$ cat src/rtl/ram_burst_reader_pkg.sv
// Shared types and default geometry for the RAM burst reader.
// The optional circular-address mode is selected by RAM_BURST_READER_WRAP_EN.
package ram_burst_reader_pkg;

    localparam int RAM_HEIGHT_DEFAULT = 279;
    localparam int RAM_WIDTH_DEFAULT  = 16;

    typedef enum logic [1:0] {
        IDLE  = 2'd0,
        READ  = 2'd1,
        DRAIN = 2'd2
    } state_t;

endpackage

$ cat src/rtl/ram_burst_reader_if.sv
// RAM port and output stream bundle between the burst reader, the RAM and the MAC datapath.
// Handshake: a beat transfers on a posedge where m_valid && m_ready; while m_valid is high and
// m_ready is low, m_data and m_last stay frozen and m_valid never drops.
interface ram_burst_reader_if #(
    parameter int WIDTH = 16
) ();

    logic [WIDTH-1:0] ram_a;
    logic             ram_we;
    logic [WIDTH-1:0] ram_do;
    logic [WIDTH-1:0] m_data;
    logic             m_valid;
    logic             m_ready;
    logic             m_last;

    modport master (
        output ram_a, ram_we, m_data, m_valid, m_last,
        input  ram_do, m_ready
    );

    modport slave (
        input  ram_a, ram_we, m_data, m_valid, m_last,
        output ram_do, m_ready
    );

endinterface

$ cat src/rtl/ram_burst_reader_stream_out_reg.sv
// Single-entry registered output stage: captures a word when the controller offers one and
// the slot is free or being drained this cycle; load tells the controller the word was taken.
module stream_out_reg #(
    parameter int WIDTH = 16
) (
    input  logic             clk,
    input  logic             rst,
    input  logic             in_valid,
    input  logic [WIDTH-1:0] in_data,
    input  logic             in_last,
    output logic             load,
    output logic [WIDTH-1:0] m_data,
    output logic             m_valid,
    output logic             m_last,
    input  logic             m_ready
);

    assign load = in_valid && (!m_valid || m_ready);

    always_ff @(posedge clk) begin
        if (rst) begin
            m_data  <= '0;
            m_valid <= 1'b0;
            m_last  <= 1'b0;
        end else if (load) begin
            m_data  <= in_data;
            m_last  <= in_last;
            m_valid <= 1'b1;
        end else if (m_valid && m_ready) begin
            // Data is left in place; only the qualifiers drop.
            m_valid <= 1'b0;
            m_last  <= 1'b0;
        end
    end

endmodule

$ cat src/rtl/ram_burst_reader.sv
// Walks a contiguous RAM address range and streams each word out with a last-beat marker.
// Define RAM_BURST_READER_WRAP_EN for circular addressing (RAM_HEIGHT-1 wraps to 0).
module ram_burst_reader
    import ram_burst_reader_pkg::*;
#(
    parameter int RAM_HEIGHT = RAM_HEIGHT_DEFAULT,
    parameter int RAM_WIDTH  = RAM_WIDTH_DEFAULT
) (
    input  logic                 clk,
    input  logic                 rst,
    input  logic                 start,
    input  logic [RAM_WIDTH-1:0] base,
    input  logic [RAM_WIDTH-1:0] len,
    ram_burst_reader_if.master   bus,
    output logic                 busy,
    output logic                 done,
    output logic                 err,
    output state_t               dbg_state
);

    localparam logic [RAM_WIDTH-1:0] LAST_ADDR = RAM_WIDTH'(RAM_HEIGHT - 1);
    localparam logic [RAM_WIDTH-1:0] HEIGHT    = RAM_WIDTH'(RAM_HEIGHT);
    localparam logic [RAM_WIDTH-1:0] ONE       = RAM_WIDTH'(1);

    state_t               state;
    logic [RAM_WIDTH-1:0] addr;
    logic [RAM_WIDTH-1:0] remaining;
    logic [RAM_WIDTH-1:0] next_addr;
    logic                 last_fetch;
    logic                 start_ok;
    logic                 load;
    logic                 accept;
    logic [RAM_WIDTH-1:0] s_data;
    logic                 s_valid;
    logic                 s_last;

`ifdef RAM_BURST_READER_WRAP_EN
    assign last_fetch = (remaining == ONE);
    assign next_addr  = (addr == LAST_ADDR) ? '0 : addr + ONE;
    assign start_ok   = (base < HEIGHT) && (len <= HEIGHT);
`else
    // The top word ends the burst early; whatever is left of len is dropped.
    assign last_fetch = (remaining == ONE) || (addr == LAST_ADDR);
    assign next_addr  = addr + ONE;
    assign start_ok   = (base < HEIGHT);
`endif

    stream_out_reg #(.WIDTH(RAM_WIDTH)) u_out (
        .clk     (clk),
        .rst     (rst),
        .in_valid(state == READ),
        .in_data (bus.ram_do),
        .in_last (last_fetch),
        .load    (load),
        .m_data  (s_data),
        .m_valid (s_valid),
        .m_last  (s_last),
        .m_ready (bus.m_ready)
    );

    assign accept      = s_valid && bus.m_ready;
    assign bus.m_data  = s_data;
    assign bus.m_valid = s_valid;
    assign bus.m_last  = s_last;
    assign bus.ram_a   = addr;
    assign bus.ram_we  = 1'b0;
    assign dbg_state   = state;

    always_ff @(posedge clk) begin
        if (rst) begin
            state     <= IDLE;
            addr      <= '0;
            remaining <= '0;
            busy      <= 1'b0;
            done      <= 1'b0;
            err       <= 1'b0;
        end else begin
            done <= 1'b0;
            err  <= 1'b0;
            case (state)
                IDLE: begin
                    if (start) begin
                        if (len == '0) begin
                            done <= 1'b1;
                        end else if (start_ok) begin
                            addr      <= base;
                            remaining <= len;
                            busy      <= 1'b1;
                            state     <= READ;
                        end else begin
                            err <= 1'b1;
                        end
                    end
                end
                READ: begin
                    if (load) begin
                        remaining <= remaining - ONE;
                        // ram_a keeps the final fetched address through DRAIN and IDLE.
                        if (last_fetch) state <= DRAIN;
                        else            addr  <= next_addr;
                    end
                end
                DRAIN: begin
                    if (accept) begin
                        busy  <= 1'b0;
                        done  <= 1'b1;
                        state <= IDLE;
                    end
                end
                default: state <= IDLE;
            endcase
        end
    end

endmodule
$ cat src/flat_wrapper.sv
// flat-port wrapper written by rule: the top's interface ports become plain ports
module ram_burst_reader_flat import ram_burst_reader_pkg::*;
#(
    parameter int RAM_HEIGHT = RAM_HEIGHT_DEFAULT,
    parameter int RAM_WIDTH  = RAM_WIDTH_DEFAULT
)
  (clk, rst, start, base, len, busy, done, err, dbg_state, bus_ram_a, bus_ram_we, bus_m_data, bus_m_valid, bus_m_last, bus_ram_do, bus_m_ready);
  ram_burst_reader_if bus_i ();
  input  logic clk;
  input  logic rst;
  input  logic start;
  input  logic [RAM_WIDTH-1:0] base;
  input  logic [RAM_WIDTH-1:0] len;
  output logic busy;
  output logic done;
  output logic err;
  output state_t dbg_state;
  output wire logic [$bits(bus_i.ram_a)-1:0] bus_ram_a;
  output wire logic [$bits(bus_i.ram_we)-1:0] bus_ram_we;
  output wire logic [$bits(bus_i.m_data)-1:0] bus_m_data;
  output wire logic [$bits(bus_i.m_valid)-1:0] bus_m_valid;
  output wire logic [$bits(bus_i.m_last)-1:0] bus_m_last;
  input wire logic [$bits(bus_i.ram_do)-1:0] bus_ram_do;
  input wire logic [$bits(bus_i.m_ready)-1:0] bus_m_ready;
  assign bus_ram_a = bus_i.ram_a;
  assign bus_ram_we = bus_i.ram_we;
  assign bus_m_data = bus_i.m_data;
  assign bus_m_valid = bus_i.m_valid;
  assign bus_m_last = bus_i.m_last;
  assign bus_i.ram_do = bus_ram_do;
  assign bus_i.m_ready = bus_m_ready;
  ram_burst_reader #(.RAM_HEIGHT(RAM_HEIGHT), .RAM_WIDTH(RAM_WIDTH)) u_core (.clk(clk), .rst(rst), .start(start), .base(base), .len(len), .bus(bus_i), .busy(busy), .done(done), .err(err), .dbg_state(dbg_state));
endmodule
$ cat config.mk
export PLATFORM = sky130hd
export DESIGN_NAME = ram_burst_reader_flat
export DESIGN_NICKNAME = d
export VERILOG_FILES = /design/src/rtl/ram_burst_reader_pkg.sv /design/src/rtl/ram_burst_reader_if.sv /design/src/rtl/ram_burst_reader_stream_out_reg.sv /design/src/rtl/ram_burst_reader.sv /design/src/flat_wrapper.sv
export SDC_FILE = /design/constraint.sdc
export NUM_CORES = 1
export LEC_CHECK = 0
export CAP_MARGIN = 15
export CORE_ASPECT_RATIO = 0.75
export CORE_MARGIN = 5
export CORE_UTILIZATION = 51
export CTS_CLUSTER_SIZE = 25
export DETAILED_ROUTE_END_ITERATION = 10
export PLACE_DENSITY = 0.95
export SYNTH_ARGS = -nofsm -noshare
export SYNTH_HDL_FRONTEND = slang
export SYNTH_SLANG_ARGS = --single-unit
$ cat constraint.sdc
create_clock -name clk -period 3.8 [get_ports clk]
set_clock_uncertainty 0.1 [all_clocks]
set_input_delay 0.57 -clock clk [delete_from_list [all_inputs] [get_ports clk]]
set_output_delay 0.57 -clock clk [all_outputs]
set_load 0.005 [all_outputs]
==> summary.txt, run 1 <==
Outcome
  – Status: completed

Cells and area
  – Most frequent cells in the layout: clkdlybuf4s50_1, nand2_1, a21oi_1, dfxtp_1, nor2_1
  – # fillers: 515
  – Nets@finish: 550
  – Fraction of layout cells with a size suffix above 1: 6.26%
  – Area growth, synth to finish: 33.1%
  – Post-route insts no fill: 573
  – Most common cell after layout, fill and taps aside: clkdlybuf4s50_1
  – Diodes inserted: 0
  – Design area: 4170 µm²

Timing
  – Post-layout minimum cycle time: 3.04 ns
  – Slew headroom: 54.7%
  – Final Slew Violations: 0
  – Unrepaired setup endpoints after global routing: false
  – Worst-Margin Slew: 0.679 ns
  – Final setup violation count: 0
  – Achievable Freq: 0.329 GHz
  – Fin. Hold Viols: 0
  – Setup TNS: 0 ns
  – Final period util: 80.0%

Clock network
  – Post-CTS Setup Inserts: 0
  – Clock root buffer: clkbuf_8
  – Post-cts sizing count: 0
  – Clock transition at the registers of the reported paths: 0.10 ns
  – Clk buf depth: 2
  – CTS buffer count: 5
  – H-tree levels: 2
  – Clk_lat worst skew: 0.32 ns
  – CTS tree: built
  – Clock sinks: 55
  – CTS Hold Bufs: 0

Floorplan
  – Rows: 24
  – Die span in y: 77.9 µm
  – Chip width: 100 µm
  – Total die area: 7820 µm²
  – Area of the core: 5890 µm²
  – Starting Density: 53.2%
  – I/O pin count: 92

Synthesis
  – Mapped Area: 3130 µm²
  – Post-synth ARST share: 0%
  – Syn Nets: 472
  – Post-synth top flop: dfxtp_1
  – Largest cells by area after synthesis: dfxtp_1, a21oi_1, nand2_1, o21ai_0, nor2_1
  – Warnings, synthesis: 0
  – Number of synthesized flops with an enable pin: 0
  – #FFs+latches synth: 55
  – Synth cell types: 60
  – Post-synth top area cell: dfxtp_1
  – Post-synth top area share: 35.2%
  – Sequential area share after synthesis: 35.2%
  – Mapped Cells: 416
  – Mean Syn Cell Area: 7.53 µm²

Pwr
  – Internal power of the cells: 768 µW
  – Max rail drop VDD: 0.138 mV
  – Clock Power Share: 33.0%
  – Net Sw Frac: 25.2%
  – Comb pwr share: 10.5%
  – Flop pwr share: 56.5%
  – PD cells: 246 nW/µm²
  – P_sw: 259 µW
  – Pleak: 0.00137 µW

Setup path
  – Startpoint Class: input port
  – Setup CP Type: in -> reg
  – Max stage delay cell, worst path: o41a_1
  – Crit-path leading delay family: simple AND/OR/NAND/NOR gates
  – Worst Setup End Kind: flop
  – Max incr delay on CP: 0.61 ns
  – Data required time at the worst endpoint: 3.92 ns
  – Crit path max fanout: 23
  – Critical path, cell by cell: clkdlybuf4s50_1 > nor4_1 > and4_1 > o41a_1 > buf_4 > nor3_1 > a31o_2
  – WP data arrival: 3.16 ns
  – CP Buf/Inv Count: 2

Place
  – Placed Cells: 565
  – Post-DP Area: 4080 µm²
  – Dpl hpwl: 7.46 mm
  – GPL Wtd Cong: 0.953
  – I/O Buffers: 90

Routing
  – Final wirelength: 10.3 mm
  – Routed vias/inst: 6.40
  – Drt drc: 0
  – Routed WL per cell: 18.1 µm
  – Drt first pass iters: 7
  – Via Count: 3665
  – Detail Route Antenna Nets: 0
  – Initial DRC count: 386

GRT
  – Vias in the first global route: 3438
  – Initial antenna violation count: 0
  – Wire length of the first global-routing pass: 16.8 mm
  – GR Util All Layers: 25.8%
  – Pin count of the biggest net entering global routing: 52
  – Total gr overflow: 0

Flow run
  – Max-cap violations: 0

Worst hold path
  – Hold Path Class: reg -> reg
power by group through the flow:
stage	logic, µW	clock network, µW	registers [µW]
after floorplan	33.9	0	593
after global placement	103	0	593
after detailed placement	105	0	593
after CTS	106	341	580
after global routing	114	365	581
final	108	339	580
final timing paths:
path	from	end	slack, ns	cells after the start
worst min-delay path	u_core.u_out.m_data[3]	u_core.u_out.m_data[3]	0.36	2
worst max-delay path	len[6]	u_core.remaining[5]	0.76	7
worst min register to register	u_core.u_out.m_data[3]	u_core.u_out.m_data[3]	0.36	2
worst max register to register	u_core.remaining[0]	u_core.bus.ram_a[6]	1.06	6
metrics by stage:
stage | worst slack [ns] | power (µW) | util (%) | hold WS (ns)
3_3_place_gp | 0.556 | 696 | 69.3 | 0.341
4_1_cts | 0.859 | 1030 | 70.8 | 0.363
6_report | 0.758 | 1030 | 70.8 | 0.359
3_5_place_dp | 0.534 | 699 | 69.3 | 0.349
2_1_floorplan | 1.53 | 627 | - | 0.353
5_1_grt | 0.618 | 1060 | 70.8 | 0.384
flip-flops by register name, indices dropped and copies added, names as in the netlist:
register,cells
u_core.bus.ram_a,16
u_core.busy,1
u_core.dbg_state,2
u_core.done,1
u_core.err,1
u_core.remaining,16
u_core.u_out.m_data,16
u_core.u_out.m_last,1
u_core.u_out.m_valid,1
logic make-up (layout without fill, tap and decap cells):
kind of cell / count (synthesis) / count (layout) / share of synthesized area, %
AO/OA/AOI/OAI: 143 / 143 / 30.2
XOR/XNOR: 2 / 2 / 0.560
adder cells (fa/ha/maj): 4 / 4 / 1.60
buffers and inverters: 35 / 114 / 4.52
flip-flops: 55 / 55 / 35.2
other: 1 / 1 / 0.120
AND/OR/NAND/NOR: 176 / 176 / 27.9
layer usage:
layer,vias up,wire length [µm],global-route usage [%]
met2,249,4730,42.0
li1,1716,-,-
met1,1680,4200,34.8
met3,20,1260,5.82
met4,0,153,6.33
met5,-,0,0
worst register-to-register path: stages, from the launching register on:
cell,delay (ns)
dfxtp_1,0.41
ha_1,0.19
nor4b_1,0.43
nand4_1,0.51
a21oi_2,0.63
nor3_1,0.11
o221a_2,0.27
cells in the mapped netlist (2+ instances only):
library cell and number:
nand2_1 71, a21oi_1 58, dfxtp_1 55, nor2_1 26
clkbuf_1 21, o21ai_0 21, nor3_1 17, nor4_1 14
o32ai_1 11, nand3_1 9, o211ai_1 8, nand4_1 7
a22oi_1 6, a31oi_1 6, inv_1 6, nor3b_1 6
buf_2 5, ha_1 4, o31ai_1 4, a31o_2 3
and3_1 3, and4_1 3, nor2b_1 3, or4_1 3
a211oi_1 2, a21o_1 2, a221oi_1 2, a32oi_1 2
and2_1 2, nand2b_1 2, nand4b_1 2, nor3_2 2
nor4b_1 2, o21ai_1 2
final cells by class:
class                           instances  area [µm²]  area share, %
Clock buffer                            5        68.8           1.65
Clock inverter                          3        20.0          0.480
Inverter                                7        26.3          0.630
Multi-Input combinational cell        326        1890           45.4
Sequential cell                        55        1100           26.4
Tap cell                               78        97.6           2.34
Timing Repair Buffer                   99         963           23.1
Note: power is estimated with default switching activity, not from simulation.
==> run 2: changes to the inputs <==
CORE_UTILIZATION = 48   (was 51)
PLACE_DENSITY = 0.91   (was 0.95)
clock period = 2.8 ns   (was 3.8 ns; I/O delays follow)
==> summary.txt, run 2 (synthesis gave the netlist of run 1 again) <==
Cells and area
  – Diodes inserted: 0 (unchanged)
  – Most common cell after layout, fill and taps aside: clkdlybuf4s50_1 (unchanged)
  – Final Core Density: 67.7% (was 70.8%)
  – Nets@finish: 559 (was 550)
  – Most frequent cells in the layout: clkdlybuf4s50_1, nand2_1, a21oi_1, dfxtp_1, nor2_1 (unchanged)
  – Fraction of layout cells with a size suffix above 1: 7.94% (was 6.26%)
  – Area growth, synth to finish: 36.7% (was 33.1%)
  – Post-route insts no fill: 585 (was 573)

Setup path
  – Data required time at the worst endpoint: 2.92 ns (was 3.92 ns)
  – FF-to-FF path depth: 5 (was 6)
  – Reg2Reg Setup Slack: 0.46 ns (was 1.06 ns)
  – WP data arrival: 2.66 ns (was 3.16 ns)
  – Crit path max fanout: 11 (was 23)
  – RR Startpoint: u_core.bus.ram_a[4] (was u_core.remaining[0])
  – Worst R2R End: u_core.bus.ram_a[6] (unchanged)
  – Setup CP Type: in -> reg (unchanged)
  – Worst Setup End Kind: flop (unchanged)
  – Startpoint Class: input port (unchanged)

Worst hold path
  – Hold Crit Endpoint: u_core.u_out.m_data[11] (was u_core.u_out.m_data[3])
  – Hold Path Origin: u_core.u_out.m_data[11] (was u_core.u_out.m_data[3])
  – Hold Path Class: reg -> reg (unchanged)
  – Hold path cells: 2 (unchanged)

Pwr
  – Pleak: 0.00144 µW (was 0.00137 µW)
  – Max rail drop VDD: 0.217 mV (was 0.138 mV)
  – PD cells: 349 nW/µm² (was 246 nW/µm²)

Routing
  – Final wirelength: 10.3 mm (about the same)
  – Via Count: 3696 (was 3665)
  – Initial DRC count: 313 (was 386)
  – Drt first pass iters: 6 (was 7)
  – Detail Route Antenna Nets: 0 (unchanged)
  – Routed vias/inst: 6.32 (was 6.40)
  – Drt drc: 0 (unchanged)
  – Routed WL per cell: 17.7 µm (was 18.1 µm)

Floorplan
  – Chip width: 103 µm (was 100 µm)
  – Total die area: 8250 µm² (was 7820 µm²)
  – Die span in y: 79.9 µm (was 77.9 µm)
  – Rows: 25 (was 24)
  – I/O pin count: 92 (unchanged)
  – Area of the core: 6320 µm² (was 5890 µm²)
  – Starting Density: 49.5% (was 53.2%)

Flow run
  – Max-cap violations: 0 (unchanged)

GRT
  – Wire length of the first global-routing pass: 16.8 mm (about the same)
  – Vias in the first global route: 3494 (was 3438)
  – Pin count of the biggest net entering global routing: 52 (unchanged)
  – Initial antenna violation count: 0 (unchanged)
  – Total gr overflow: 0 (unchanged)
  – GR Util All Layers: 25.2% (was 25.8%)

Place
  – DP Worst Slack: -0.0684 ns (was 0.534 ns)
  – I/O Buffers: 90 (unchanged)
  – GPL Wtd Cong: 0.917 (was 0.953)
  – Placed Cells: 577 (was 565)
  – Dpl hpwl: 7.35 mm (was 7.46 mm)

Clock network
  – Post-CTS Setup Inserts: 0 (unchanged)
  – Clk_lat worst skew: 0.31 ns (was 0.32 ns)
  – H-tree levels: 2 (unchanged)
  – CTS Hold Bufs: 0 (unchanged)
  – Clock transition at the registers of the reported paths: 0.10 ns (about the same)
  – CTS buffer count: 5 (unchanged)
  – CTS tree: built (unchanged)
  – Post-cts sizing count: 0 (unchanged)
  – Clk buf depth: 2 (unchanged)
  – Clock sinks: 55 (unchanged)
  – Clock root buffer: clkbuf_8 (unchanged)

Timing
  – Achievable Freq: 0.393 GHz
  – Fin. Hold Viols: 0 (unchanged)
  – Post-layout minimum cycle time: 2.55 ns
  – Worst setup margin: 0.253 ns (was 0.758 ns)
  – Worst-Margin Slew: 0.668 ns (was 0.679 ns)
  – Final Slew Violations: 0 (unchanged)
  – Slew headroom: 55.1% (was 54.7%)
  – Final period util: 91.0%
  – Final setup violation count: 0 (unchanged)
  – Unrepaired setup endpoints after global routing: false (unchanged)

Outcome
  – Status: completed (unchanged)
run 2: changes by cell type in the layout (fill, tap and decap cells not counted), sizes merged:
cell      before  now
bufinv         0    1
buf           10   19
clkinvlp       2    0
clkbuf         5    6
run 2: metrics by stage:
stage | power, µW | area (µm²) | hold WS [ns] | TNS [ns]
6_report | 1490 | 4280 | 0.356 | 0
5_1_grt | 1540 | 4280 | 0.375 | 0
2_1_floorplan | 851 | 3130 | 0.353 | 0
3_5_place_dp | 951 | 4160 | 0.346 | -0.240
3_3_place_gp | 948 | 4160 | 0.341 | 0
4_1_cts | 1500 | 4280 | 0.359 | 0
run 2: per-layer routing:
| layer | part of all wire, % | GRT usage [%] | vias to the layer above |
|---|---|---|---|
| met4 | 1.7 | 8.15 | 0 |
| met1 | 41 | 33.0 | 1716 |
| li1 | - | - | 1737 |
| met5 | 0 | 0 | - |
| met3 | 9.8 | 4.80 | 22 |
| met2 | 48 | 41.4 | 221 |
run 2: worst max path at each step:
stage	startpoint	end	slack, ns	cells after the start
2_1_floorplan	base[7]	u_core.bus.ram_a[14]	0.68	6
3_3_place_gp	base[7]	u_core.bus.ram_a[6]	0.08	7
3_5_place_dp	base[7]	u_core.bus.ram_a[6]	-0.07	7
4_1_cts	base[7]	u_core.bus.ram_a[6]	0.26	7
5_1_grt	base[7]	u_core.bus.ram_a[9]	0.20	7
6_report	base[7]	u_core.bus.ram_a[6]	0.25	7
run 2: cell type report:
cell class	instances	area, µm²
sequential	55	1100
inverter	7	26.3
clock buffer	6	82.6
timing repair buffer	108	1040
tap	81	101
fill	527	2040
clock inverter	2	35.0
multi-input combinational	326	1890
run 2: critical path, stage by stage:
cell	delay [ns]
clkdlybuf4s50_1	0.45
nor4_1	0.34
a21oi_1	0.17
buf_4	0.18
o41ai_4	0.36
nand2_1	0.34
o221a_2	0.39
run 2: where the power goes:
group / switching [µW] / internal, µW
clock: 267 / 290
combinational: 61.7 / 85.6
sequential: 2.92 / 784
==> run 3: changes to the inputs <==
RECOVER_POWER = 50   (was default)
==> summary.txt, run 3 (synthesis gave the netlist of run 1 again) <==
Outcome
  – Status: completed (unchanged)

Timing
  – Fin. Hold Viols: 0 (unchanged)
  – Unrepaired setup endpoints after global routing: false (unchanged)
  – Final Slew Violations: 0 (unchanged)
  – Final setup violation count: 0 (unchanged)
  – Worst-Margin Slew: 1.16 ns (was 0.668 ns)
  – Slew headroom: 22.6% (was 55.1%)
  – Post-layout minimum cycle time: 2.52 ns (was 2.55 ns)
  – Achievable Freq: 0.396 GHz (was 0.393 GHz)
  – Hold slack: 0.353 ns (was 0.356 ns)
  – Final period util: 90.2% (was 91.0%)

Place
  – I/O Buffers: 90 (unchanged)
  – Placed Cells: 577 (unchanged)
  – GPL Wtd Cong: 0.917 (unchanged)
  – Dpl hpwl: 7.35 mm (unchanged)

Setup path
  – RR Startpoint: u_core.dbg_state[1] (was u_core.bus.ram_a[4])
  – Startpoint Class: input port (unchanged)
  – Setup CP Type: in -> reg (unchanged)
  – Critical path, cell by cell: clkdlybuf4s50_1 > nor4_1 > a21oi_1 > buf_4 > o41ai_4 > nand2_1 > o221a_2 (unchanged)
  – Worst Setup End Kind: flop (unchanged)
  – Max incr delay on CP: 0.45 ns (about the same)
  – Max stage delay cell, worst path: clkdlybuf4s50_1 (unchanged)
  – Data required time at the worst endpoint: 2.92 ns (about the same)
  – WP data arrival: 2.64 ns (was 2.66 ns)
  – Setup crit start: base[7] (unchanged)
  – Crit path max fanout: 11 (unchanged)

Clock network
  – CTS tree: built (unchanged)
  – Clock transition at the registers of the reported paths: 0.10 ns (about the same)
  – H-tree levels: 2 (unchanged)
  – Post-cts sizing count: 0 (unchanged)
  – Clock root buffer: clkbuf_8 (unchanged)
  – Clk_lat worst skew: 0.31 ns (about the same)
  – Post-CTS Setup Inserts: 0 (unchanged)
  – Clk buf depth: 2 (unchanged)
  – Clock sinks: 55 (unchanged)
  – CTS buffer count: 5 (unchanged)
  – CTS Hold Bufs: 0 (unchanged)

Cells and area
  – Most frequent cells in the layout: nand2_1, clkdlybuf4s50_1, a21oi_1, dfxtp_1, dlygate4sd3_1 (was clkdlybuf4s50_1, nand2_1, a21oi_1, dfxtp_1, nor2_1)
  – Post-route insts no fill: 585 (unchanged)
  – Diodes inserted: 0 (unchanged)
  – Final Core Density: 67.7% (about the same)
  – Nets@finish: 559 (unchanged)
  – Fraction of layout cells with a size suffix above 1: 7.74% (was 7.94%)
  – Area growth, synth to finish: 36.6% (was 36.7%)
  – Most common cell after layout, fill and taps aside: nand2_1 (was clkdlybuf4s50_1)

GRT
  – Wire length of the first global-routing pass: 16.8 mm (unchanged)
  – GR Util All Layers: 25.2% (unchanged)
  – Vias in the first global route: 3494 (unchanged)
  – Pin count of the biggest net entering global routing: 52 (unchanged)
  – Initial antenna violation count: 0 (unchanged)
  – Total gr overflow: 0 (unchanged)

Floorplan
  – Die span in y: 79.9 µm (unchanged)
  – Chip width: 103 µm (unchanged)
  – Total die area: 8250 µm² (unchanged)
  – I/O pin count: 92 (unchanged)
  – Area of the core: 6320 µm² (unchanged)
  – Rows: 25 (unchanged)
  – Starting Density: 49.5% (unchanged)

Pwr
  – Pleak: 0.00154 µW (was 0.00144 µW)
  – PD cells: 349 nW/µm² (about the same)
  – Max rail drop VDD: 0.217 mV (about the same)
  – Overall power: 1490 µW (about the same)

Routing
  – Routed WL per cell: 17.6 µm (was 17.7 µm)
  – Drt drc: 0 (unchanged)
  – Initial DRC count: 347 (was 313)
  – Drt first pass iters: 5 (was 6)
  – Routed vias/inst: 6.34 (was 6.32)
  – Final wirelength: 10.3 mm (about the same)
  – Via Count: 3708 (was 3696)
  – Detail Route Antenna Nets: 0 (unchanged)

Flow run
  – Max-cap violations: 0 (unchanged)

Worst hold path
  – Hold Path Origin: u_core.u_out.m_data[4] (was u_core.u_out.m_data[11])
  – Hold Path Class: reg -> reg (unchanged)
[run 3: changes by cell type in the layout (fill, tap and decap cells not counted)]
cell,change
clkbuf_1,+1
dlygate4sd3_1,+29
buf_4,-1
clkdlybuf4s50_1,-29
[run 3: area by class of cell]
| class | instances | area [µm²] |
|---|---|---|
| Inverter | 7 | 26.3 |
| Multi-Input combinational cell | 326 | 1890 |
| Clock inverter | 2 | 35.0 |
| Clock buffer | 6 | 82.6 |
| Tap cell | 81 | 101 |
| Fill cell | 529 | 2040 |
| Sequential cell | 55 | 1100 |
| Timing Repair Buffer | 108 | 1040 |
[run 3: worst paths after layout]
check	end	slack, ns	cells past startpoint
worst max-delay path	u_core.bus.ram_a[6]	0.28	7
worst max register to register	u_core.u_out.m_last	0.39	7
worst min-delay path	u_core.u_out.m_data[4]	0.35	2
worst min register to register	u_core.u_out.m_data[4]	0.35	2
[run 3: per-layer routing]
| metal | global-route usage [%] | up-vias | routed length, µm |
|---|---|---|---|
| met2 | 41.4 | 230 | 4880 |
| met4 | 8.15 | 0 | 197 |
| met3 | 4.80 | 24 | 1050 |
| met1 | 33.0 | 1719 | 4170 |
| li1 | - | 1735 | - |
| met5 | 0 | - | 0 |
[run 3: power breakdown]
group          total, µW  leakage (µW)  switching, µW  internal (µW)
Sequential           787      0.000443           2.87            784
Combinational        147       0.00104           61.7           84.9
Clock                557     0.0000612            267            290
Total               1490       0.00154            332           1160
[run 3: worst max-delay path: cells and delay by family]
family                 cells  cell delay (ns)
AOI/OAI and AO/OA          3             0.91
buffers and inverters      2             0.63
and+or+nand+nor            2             0.67
[run 3: metrics by stage]
step	worst slack (ns)	setup TNS [ns]	area [µm²]
2_1_floorplan	0.678	0	3130
3_3_place_gp	0.0836	0	4160
3_5_place_dp	-0.0684	-0.240	4160
4_1_cts	0.264	0	4280
5_1_grt	0.167	0	4280
6_report	0.276	0	4280
